`config.mk`:
```
export PLATFORM = sky130hd
export DESIGN_NAME = calc_cmd_sequencer
export DESIGN_NICKNAME = d
export VERILOG_FILES = /design/src/rtl/calc_cmd_sequencer.sv
export SDC_FILE = /design/constraint.sdc
export NUM_CORES = 1
export LEC_CHECK = 0
export ABC_AREA = 1
export CAP_MARGIN = 20
export CORE_MARGIN = 3
export CORE_UTILIZATION = 56
export CTS_BUF_LIST = sky130_fd_sc_hd__clkbuf_2 sky130_fd_sc_hd__clkbuf_4 sky130_fd_sc_hd__clkbuf_8
export DETAILED_ROUTE_END_ITERATION = 16
export PLACE_DENSITY_LB_ADDON = 0.15
export SETUP_SLACK_MARGIN = 0.3
export SLEW_MARGIN = 20
export SYNTH_ARGS = -nofsm -noshare
export SYNTH_HDL_FRONTEND = slang
export SYNTH_SLANG_ARGS = --single-unit
```
`constraint.sdc`:
```
create_clock -name CLK -period 8.95 [get_ports CLK]
set_clock_uncertainty 0.1 [all_clocks]
set_input_delay 2.2375 -clock CLK [delete_from_list [all_inputs] [get_ports CLK]]
set_output_delay 2.2375 -clock CLK [all_outputs]
set_load 0.03 [all_outputs]
```
`src/rtl/calc_cmd_sequencer.sv`:
```
// -----------------------------------------------------------------------------
// calc_cmd_sequencer
//   Command front-end and mode controller for the calculator datapath.
//   Debounces the four push-buttons, accepts IR key codes, merges both sources
//   into one-hot pending requests, serves one request per cycle by priority
//   (OnOff > Soma > Sub > Mult) and steps the Off/Soma/Sub/Mult/On mode FSM.
//
//   Ports
//     CLK       in   1   system clock, rising edge
//     Reset     in   1   asynchronous active-low reset (release synchronised)
//     B1..B4    in   1   raw active-low buttons: B1=Soma B2=Sub B3=Mult B4=On/Off
//     IR_Data   in  16   IR key code
//     IR_Valid  in   1   IR_Data holds a complete frame (level)
//     IR_Clr    out  1   active-low one-cycle clear pulse to the IR decoder
//     Estado    out  3   mode: Off=0 Soma=1 Sub=2 Mult=3 On=4
//     Cmd       out  4   one-hot command served this cycle {OnOff,Mult,Sub,Soma}
//     Op_Load   out  1   pulse when Estado enters Soma/Sub/Mult
//
//   Build option
//     CALC_IR_EN  defined: IR path active. Undefined: IR inputs ignored,
//                 IR_Clr held at 1, no IR logic.
// -----------------------------------------------------------------------------
module calc_cmd_sequencer #(
    parameter int          DEB_CYCLES = 16,
    parameter int          CNT_W      = 16,
    parameter logic [15:0] CODE_ONOFF = 16'h8d72,
    parameter logic [15:0] CODE_SOMA  = 16'h8e71,
    parameter logic [15:0] CODE_SUB   = 16'h9c63,
    parameter logic [15:0] CODE_MULT  = 16'h9e61
) (
    input  logic        CLK,
    input  logic        Reset,
    input  logic        B1,
    input  logic        B2,
    input  logic        B3,
    input  logic        B4,
    input  logic [15:0] IR_Data,
    input  logic        IR_Valid,
    output logic        IR_Clr,
    output logic [2:0]  Estado,
    output logic [3:0]  Cmd,
    output logic        Op_Load
);

    localparam logic [CNT_W-1:0] DEB_LAST = CNT_W'(DEB_CYCLES - 1);
    localparam logic [CNT_W-1:0] CNT_ONE  = CNT_W'(1);
    localparam logic [CNT_W-1:0] CNT_ZERO = CNT_W'(0);

    // Command bit positions, shared by Cmd, pending and request vectors
    localparam int C_SOMA  = 0;
    localparam int C_SUB   = 1;
    localparam int C_MULT  = 2;
    localparam int C_ONOFF = 3;

    typedef enum logic [2:0] {
        ST_OFF  = 3'd0,
        ST_SOMA = 3'd1,
        ST_SUB  = 3'd2,
        ST_MULT = 3'd3,
        ST_ON   = 3'd4
    } mode_e;

    logic [1:0]       rst_sync_q;
    logic             rst_n_s;
    logic [3:0]       btn_raw_s;
    logic [3:0]       sync1_q;
    logic [3:0]       sync2_q;
    logic [3:0]       deb_q;
    logic [3:0]       deb_d;
    logic [3:0]       deb_prev_q;
    logic [3:0]       btn_req_s;
    logic [CNT_W-1:0] cnt_q [4];
    logic [CNT_W-1:0] cnt_d [4];
    logic [3:0]       ir_req_s;
    logic [3:0]       pend_q;
    logic [3:0]       pend_d;
    logic [3:0]       serve_s;
    logic [3:0]       cmd_q;
    logic [3:0]       cmd_d;
    mode_e            state_q;
    mode_e            state_d;
    mode_e            op_mode_s;
    logic             op_load_q;
    logic             op_load_d;

    // Reset synchroniser: assertion is immediate, release is aligned to CLK
    always_ff @(posedge CLK or negedge Reset) begin
        if (!Reset) begin
            rst_sync_q <= 2'b00;
        end else begin
            rst_sync_q <= {rst_sync_q[0], 1'b1};
        end
    end

    assign rst_n_s   = rst_sync_q[1];
    assign btn_raw_s = {B4, B3, B2, B1};

    // Debounce: count consecutive cycles where synced level differs from the
    // accepted level; a release (0->1 of the accepted level) raises a request
    always_comb begin
        for (int i = 0; i < 4; i++) begin
            deb_d[i] = deb_q[i];
            cnt_d[i] = CNT_ZERO;
            if (sync2_q[i] != deb_q[i]) begin
                if (cnt_q[i] == DEB_LAST) begin
                    deb_d[i] = sync2_q[i];
                    cnt_d[i] = CNT_ZERO;
                end else begin
                    cnt_d[i] = cnt_q[i] + CNT_ONE;
                end
            end else begin
                cnt_d[i] = CNT_ZERO;
            end
        end
        btn_req_s = deb_q & ~deb_prev_q;
    end

`ifdef CALC_IR_EN
    logic ir_busy_q;
    logic ir_busy_d;
    logic ir_clr_q;
    logic ir_clr_d;

    // IR handshake: decode once per frame, pulse the clear, then wait for
    // IR_Valid to drop so a stuck level yields a single request
    always_comb begin
        ir_req_s  = 4'b0000;
        ir_busy_d = ir_busy_q;
        ir_clr_d  = 1'b1;
        if (!ir_busy_q && IR_Valid) begin
            ir_busy_d = 1'b1;
            ir_clr_d  = 1'b0;
            case (IR_Data)
                CODE_ONOFF: ir_req_s = 4'b1000;
                CODE_SOMA:  ir_req_s = 4'b0001;
                CODE_SUB:   ir_req_s = 4'b0010;
                CODE_MULT:  ir_req_s = 4'b0100;
                default:    ir_req_s = 4'b0000;
            endcase
        end else if (!IR_Valid) begin
            ir_busy_d = 1'b0;
        end else begin
            ir_busy_d = ir_busy_q;
        end
    end

    // IR handshake registers
    always_ff @(posedge CLK or negedge rst_n_s) begin
        if (!rst_n_s) begin
            ir_busy_q <= 1'b0;
            ir_clr_q  <= 1'b1;
        end else begin
            ir_busy_q <= ir_busy_d;
            ir_clr_q  <= ir_clr_d;
        end
    end

    assign IR_Clr = ir_clr_q;
`else
    logic unused_ir_s;
    assign unused_ir_s = ^{IR_Data, IR_Valid};
    assign ir_req_s    = 4'b0000;
    assign IR_Clr      = 1'b1;
`endif

    // Arbitration and mode transitions; requests arriving this cycle are
    // merged into pending and served from the next cycle on
    always_comb begin
        if (pend_q[C_ONOFF]) begin
            serve_s = 4'b1000;
        end else if (pend_q[C_SOMA]) begin
            serve_s = 4'b0001;
        end else if (pend_q[C_SUB]) begin
            serve_s = 4'b0010;
        end else if (pend_q[C_MULT]) begin
            serve_s = 4'b0100;
        end else begin
            serve_s = 4'b0000;
        end
        pend_d = (pend_q & ~serve_s) | btn_req_s | ir_req_s;

        if (serve_s[C_SOMA]) begin
            op_mode_s = ST_SOMA;
        end else if (serve_s[C_SUB]) begin
            op_mode_s = ST_SUB;
        end else begin
            op_mode_s = ST_MULT;
        end

        state_d = state_q;
        case (state_q)
            ST_OFF: begin
                // operation commands are consumed without leaving Off
                if (serve_s[C_ONOFF]) begin
                    state_d = ST_ON;
                end else begin
                    state_d = ST_OFF;
                end
            end
            ST_ON: begin
                if (serve_s[C_ONOFF]) begin
                    state_d = ST_OFF;
                end else if (serve_s != 4'b0000) begin
                    state_d = op_mode_s;
                end else begin
                    state_d = ST_ON;
                end
            end
            ST_SOMA, ST_SUB, ST_MULT: begin
                // repeating the active operation toggles back to On
                if (serve_s[C_ONOFF]) begin
                    state_d = ST_OFF;
                end else if (serve_s != 4'b0000) begin
                    state_d = (op_mode_s == state_q) ? ST_ON : op_mode_s;
                end else begin
                    state_d = state_q;
                end
            end
            default: begin
                state_d = ST_OFF;
            end
        endcase

        op_load_d = ((state_d == ST_SOMA) || (state_d == ST_SUB) || (state_d == ST_MULT))
                    && (state_d != state_q);
        cmd_d     = serve_s;
    end

    // Main state: synchronisers, debouncers, pending bits and mode FSM
    always_ff @(posedge CLK or negedge rst_n_s) begin
        if (!rst_n_s) begin
            sync1_q    <= 4'b1111;
            sync2_q    <= 4'b1111;
            deb_q      <= 4'b1111;
            deb_prev_q <= 4'b1111;
            for (int i = 0; i < 4; i++) begin
                cnt_q[i] <= CNT_ZERO;
            end
            pend_q     <= 4'b0000;
            state_q    <= ST_OFF;
            cmd_q      <= 4'b0000;
            op_load_q  <= 1'b0;
        end else begin
            sync1_q    <= btn_raw_s;
            sync2_q    <= sync1_q;
            deb_q      <= deb_d;
            deb_prev_q <= deb_q;
            for (int i = 0; i < 4; i++) begin
                cnt_q[i] <= cnt_d[i];
            end
            pend_q     <= pend_d;
            state_q    <= state_d;
            cmd_q      <= cmd_d;
            op_load_q  <= op_load_d;
        end
    end

    assign Estado  = state_q;
    assign Cmd     = cmd_q;
    assign Op_Load = op_load_q;

endmodule

```
Word level (Yosys, flattened, before mapping):

Cells that the tools add are included.

* reductions and logical operators: 10
* muxes and demuxes: 21
* add/sub/neg operators: 4
* bitwise logic cells: 5
* equality and inequality tests: 17

Operator list (count)
* $mux 16: 8
* $add 16x1->16 const B: 4
* $eq 16x4->1 const B: 4
* $mux 3: 8
* $eq 3x2->1 const B: 4
* $pmux 3 s3: 1
* $and 4x4->4: 2
* $mux 4: 2
* $not 4->4: 2
* $reduce_and 2->1: 4
* $eq 3x1->1 const B: 2
* $ne 1x1->1: 4
* $or 4x4->4: 1
* $reduce_bool 4->1: 1
* $eq 3x3->1: 1
* $eq 3x3->1 const B: 1
* $logic_not 3->1: 1
* $ne 3x3->1: 1
* $reduce_or 3->1: 1
* $logic_or 1x1->1: 2
* $mux 2: 1
* $logic_and 1x1->1: 1
* $mux 1: 1

* register bits: 94
* bits of input ports: 23
* logic and storage cells: 73
* output and inout port bits: 9

Longest topological paths before layout:

* depth in word-level cells: 15
* mapped depth: 13
* gate-level depth less buffers: 13

Least setup slack after synthesis:

No wires, ideal clock.

* path kind: flip-flop to output port
* start point: reg state_q[1] (netlist: Estado[1])
* end point: out Estado[1]
* slack: 6.073 ns
* arrival time: 0.540 ns
* stages on the path, launching flop included: 1
* path through: dfrtp_1

RTL lines
* start, declared: RTL line 80 `mode_e state_q;`
* start signal, assigned: RTL line 252 `state_q <= state_d;`
* end, declared: RTL line 40 `output logic [2:0] Estado,`

No word-level cell between the ends.

Worst setup path after layout:

* start point: reg state_q[1] (netlist: Estado[1])
* end point: out Estado[1]

No word-level cell between the ends.

==> flow_summary.json <==
{
  "cts_tree": "yes",
  "cts.repair.resized": 0,
  "synth_top_area_cell": "dfrtp_1",
  "synthArstFlopShare": 1.00,
  "start_kind": "flop",
  "r2r_end": "cnt_q[46]",
  "ant_nets": 0,
  "core-area_mm2": 0.00745,
  "timing.rr.start": "cnt_q[32]",
  "fin_tns_setup_ns": 0,
  "portBuffers": 13,
  "cts.sinks": 94,
  "grt_usage": 0.187,
  "syn_inst": 493,
  "post-cts-setup-buffer-count": 0,
  "slew_violations": 0,
  "netlist.area_leader.share": 0.441,
  "wl_um": 7400,
  "critPathBufInv": 1,
  "arrival_ns": 1.48,
  "ff2ff_setup_slack_ns": 7.00,
  "ir_worst_vdd_uv": 120,
  "diodes": 0,
  "outcome": "complete, no violations",
  "ys.flop_type": "dfrtp_1",
  "start_util": 0.595,
  "p_leak_nw": 2.22,
  "worstPathCellList": "clkdlybuf4s50_1",
  "postPlaceCellArea_mm2": 0.00469,
  "htreeDepth": 3,
  "numCtsBuffers": 9,
  "hold_buffers": 0,
  "cp-end-kind": "output pin",
  "die_area_mm2": 0.00901,
  "cpMaxStageDelayCell": "clkdlybuf4s50_1",
  "root_buffer": "clkbuf_8",
  "yosys-top-cells-area": "dfrtp_1 (44%), dfstp_2 (9.5%), nand2_1 (6.2%)",
  "drtIter0Drc": 117,
  "power.density_mw_per_mm2": 160,
  "post-place-cells": 606,
  "dr.pass1.iters": 4,
  "required_ns": 6.61,
  "clk_path_buf_depth": 2,
  "finalSetupViolCount": 0,
  "syn_area_per_cell_um2": 8.99,
  "hold_class": "flop to async pin",
  "antenna_found_initial": 0,
  "finalInstanceArea_mm2": 0.00493,
  "ios": 32,
  "post-route-min-period_ns": 3.82,
  "ff2ff_path_depth": 8,
  "clk_latency_ns": 0.35,
  "clock.fmax_ghz": 0.262,
  "wl_per_cell_um": 11.9,
  "drive_gt1_frac": 0.149,
  "die_x_um": 94.9,
  "grt_pass1_wl_um": 13400,
  "synth_area_mm2": 0.00443,
  "synth-seq-area-share": 0.535,
  "n_fill_cell": 638,
  "ys_seq_elements": 94,
  "power_uw": 787,
  "hpwl_um": 5300,
  "syn2layout_area_growth_pct": 11.2,
  "cts.clk_slew.worst_paths_ns": 0.09,
  "critPathKind": "flop to output pin",
  "grt_max_degree": 82,
  "gp_congestion": 0.921,
  "stdcell_count": 622,
  "critPathTopFamily": "buffers and inverters",
  "die_h_um": 94.9,
  "drc": 0,
  "grt_pass1_vias": 3153,
  "vias_per_cell": 5.16,
  "worstMarginPinSlew_ns": 0.969,
  "max_slew_margin": 0.354,
  "drv_cap": 0,
  "slowest_delay_ns": 0.70,
  "fin_crit_sh": 0.426,
  "synth-edff-count": 0,
  "yosysWarnings": 0,
  "synth_cell_type_count": 32,
  "rows": 31,
  "grt-ovfl-total": 0,
  "rsz0062_at_grt": "false",
  "crit_path_max_fanout": 6,
  "vias": 3210,
  "nets": 545,
  "hold_violations": 0
}
==> cells by family (layout without fill, tap and decap cells) <==
family | Yosys count | count (layout) | synth area share
flops | 94 | 94 | 0.535
fa+ha+maj | 4 | 4 | 0.0113
other cells | 1 | 2 | 0.000846
compound gates | 49 | 49 | 0.0579
xor+xnor | 24 | 24 | 0.0474
buf+inv | 79 | 108 | 0.0678
simple gates | 242 | 242 | 0.279
==> stage by stage <==
stage | worst slack, ns | hold slack [ns] | util
floorplan | 6.07 | 0.231 | -
global placement | 5.51 | 0.0589 | 0.630
detailed placement | 5.51 | 0.0584 | 0.630
CTS | 5.12 | 0.0528 | 0.662
global route | 5.07 | 0.0671 | 0.662
finish | 5.13 | 0.0442 | 0.662
==> cell usage in the layout, fill, tap and decap left out, drive strengths merged <==
master,instances
inv,77
ha,4
dfstp,16
nand3,29
clkbuf,13
dfrtp,78
bufinv,2
xor2,21
clkinv,2
conb,2
a21oi,21
o21ai,22
buf,1
nand2,77
nor3,33
xnor2,3
nor4,9
o21a,1
a22oi,1
nor2,80
o31ai,1
clkdlybuf4s50,13
nor3b,2
nand4,12
o22ai,3
==> routing by layer <==
layer	GRT usage	vias up	routed length, um
met1	0.255	1524	3680
li1	-	1641	-
met5	0	-	0
met4	0.0493	0	69
met2	0.298	38	3420
met3	0.0478	7	237
==> worst reg2reg max path, delay by kind of cell (launching register included) <==
family / cells / cell delay [ns]
AOI/OAI and AO/OA: 2 / 0.21
and+or+nand+nor: 5 / 0.95
DFF: 1 / 0.38
adders and majority gates: 1 / 0.19
==> cell type report <==
type,instances,area [um^2],area share
sequential,94,2380,0.482
tap,99,124,0.0251
clock buffer,13,166,0.0338
timing repair buffer,14,138,0.0279
multi-input combinational,321,1760,0.358
clock inverter,3,68.8,0.0140
inverter,78,293,0.0594
==> registers in the layout, summed over array words and instances (netlist names) <==
register / flops
Cmd: 4
Estado: 3
Op_Load: 1
cnt_q: 64
deb_prev_q: 4
deb_q: 4
pend_q: 4
rst_sync_q: 2
sync1_q: 4
sync2_q: 4
==> synth_stat cells (4+ instances only) <==
library cell / instances
nor2_2: 5
nor3_4: 4
a21oi_1: 21
nor4_1: 7
inv_1: 67
o21ai_1: 6
nor3_2: 10
nand2_1: 73
inv_2: 10
nand3_1: 23
dfstp_2: 16
nand3_2: 6
dfrtp_1: 78
nand4_1: 12
xor2_1: 21
nor2_1: 72
nor3_1: 19
o21ai_0: 16
nand2_2: 4
ha_1: 4
==> where the power goes <==
part	internal (mW)	leakage, nW	switching [mW]
clock network	0.180	0.121	0.140
registers	0.433	1.24	0.00582
logic	0.00910	0.862	0.0195
==> worst max path at each step <==
| stage | from | end | slack (ns) | cells past startpoint |
|---|---|---|---|---|
| 2_1_floorplan | rst_sync_q[1] | Cmd[0] | 6.07 | 0 |
| 3_3_place_gp | Estado[1] | Estado[1] | 5.51 | 1 |
| 3_5_place_dp | Estado[1] | Estado[1] | 5.51 | 1 |
| 4_1_cts | Estado[1] | Estado[1] | 5.12 | 1 |
| 5_1_grt | Estado[1] | Estado[1] | 5.07 | 1 |
| 6_report | Estado[1] | Estado[1] | 5.13 | 1 |
Power figures use the tool's default switching activity.
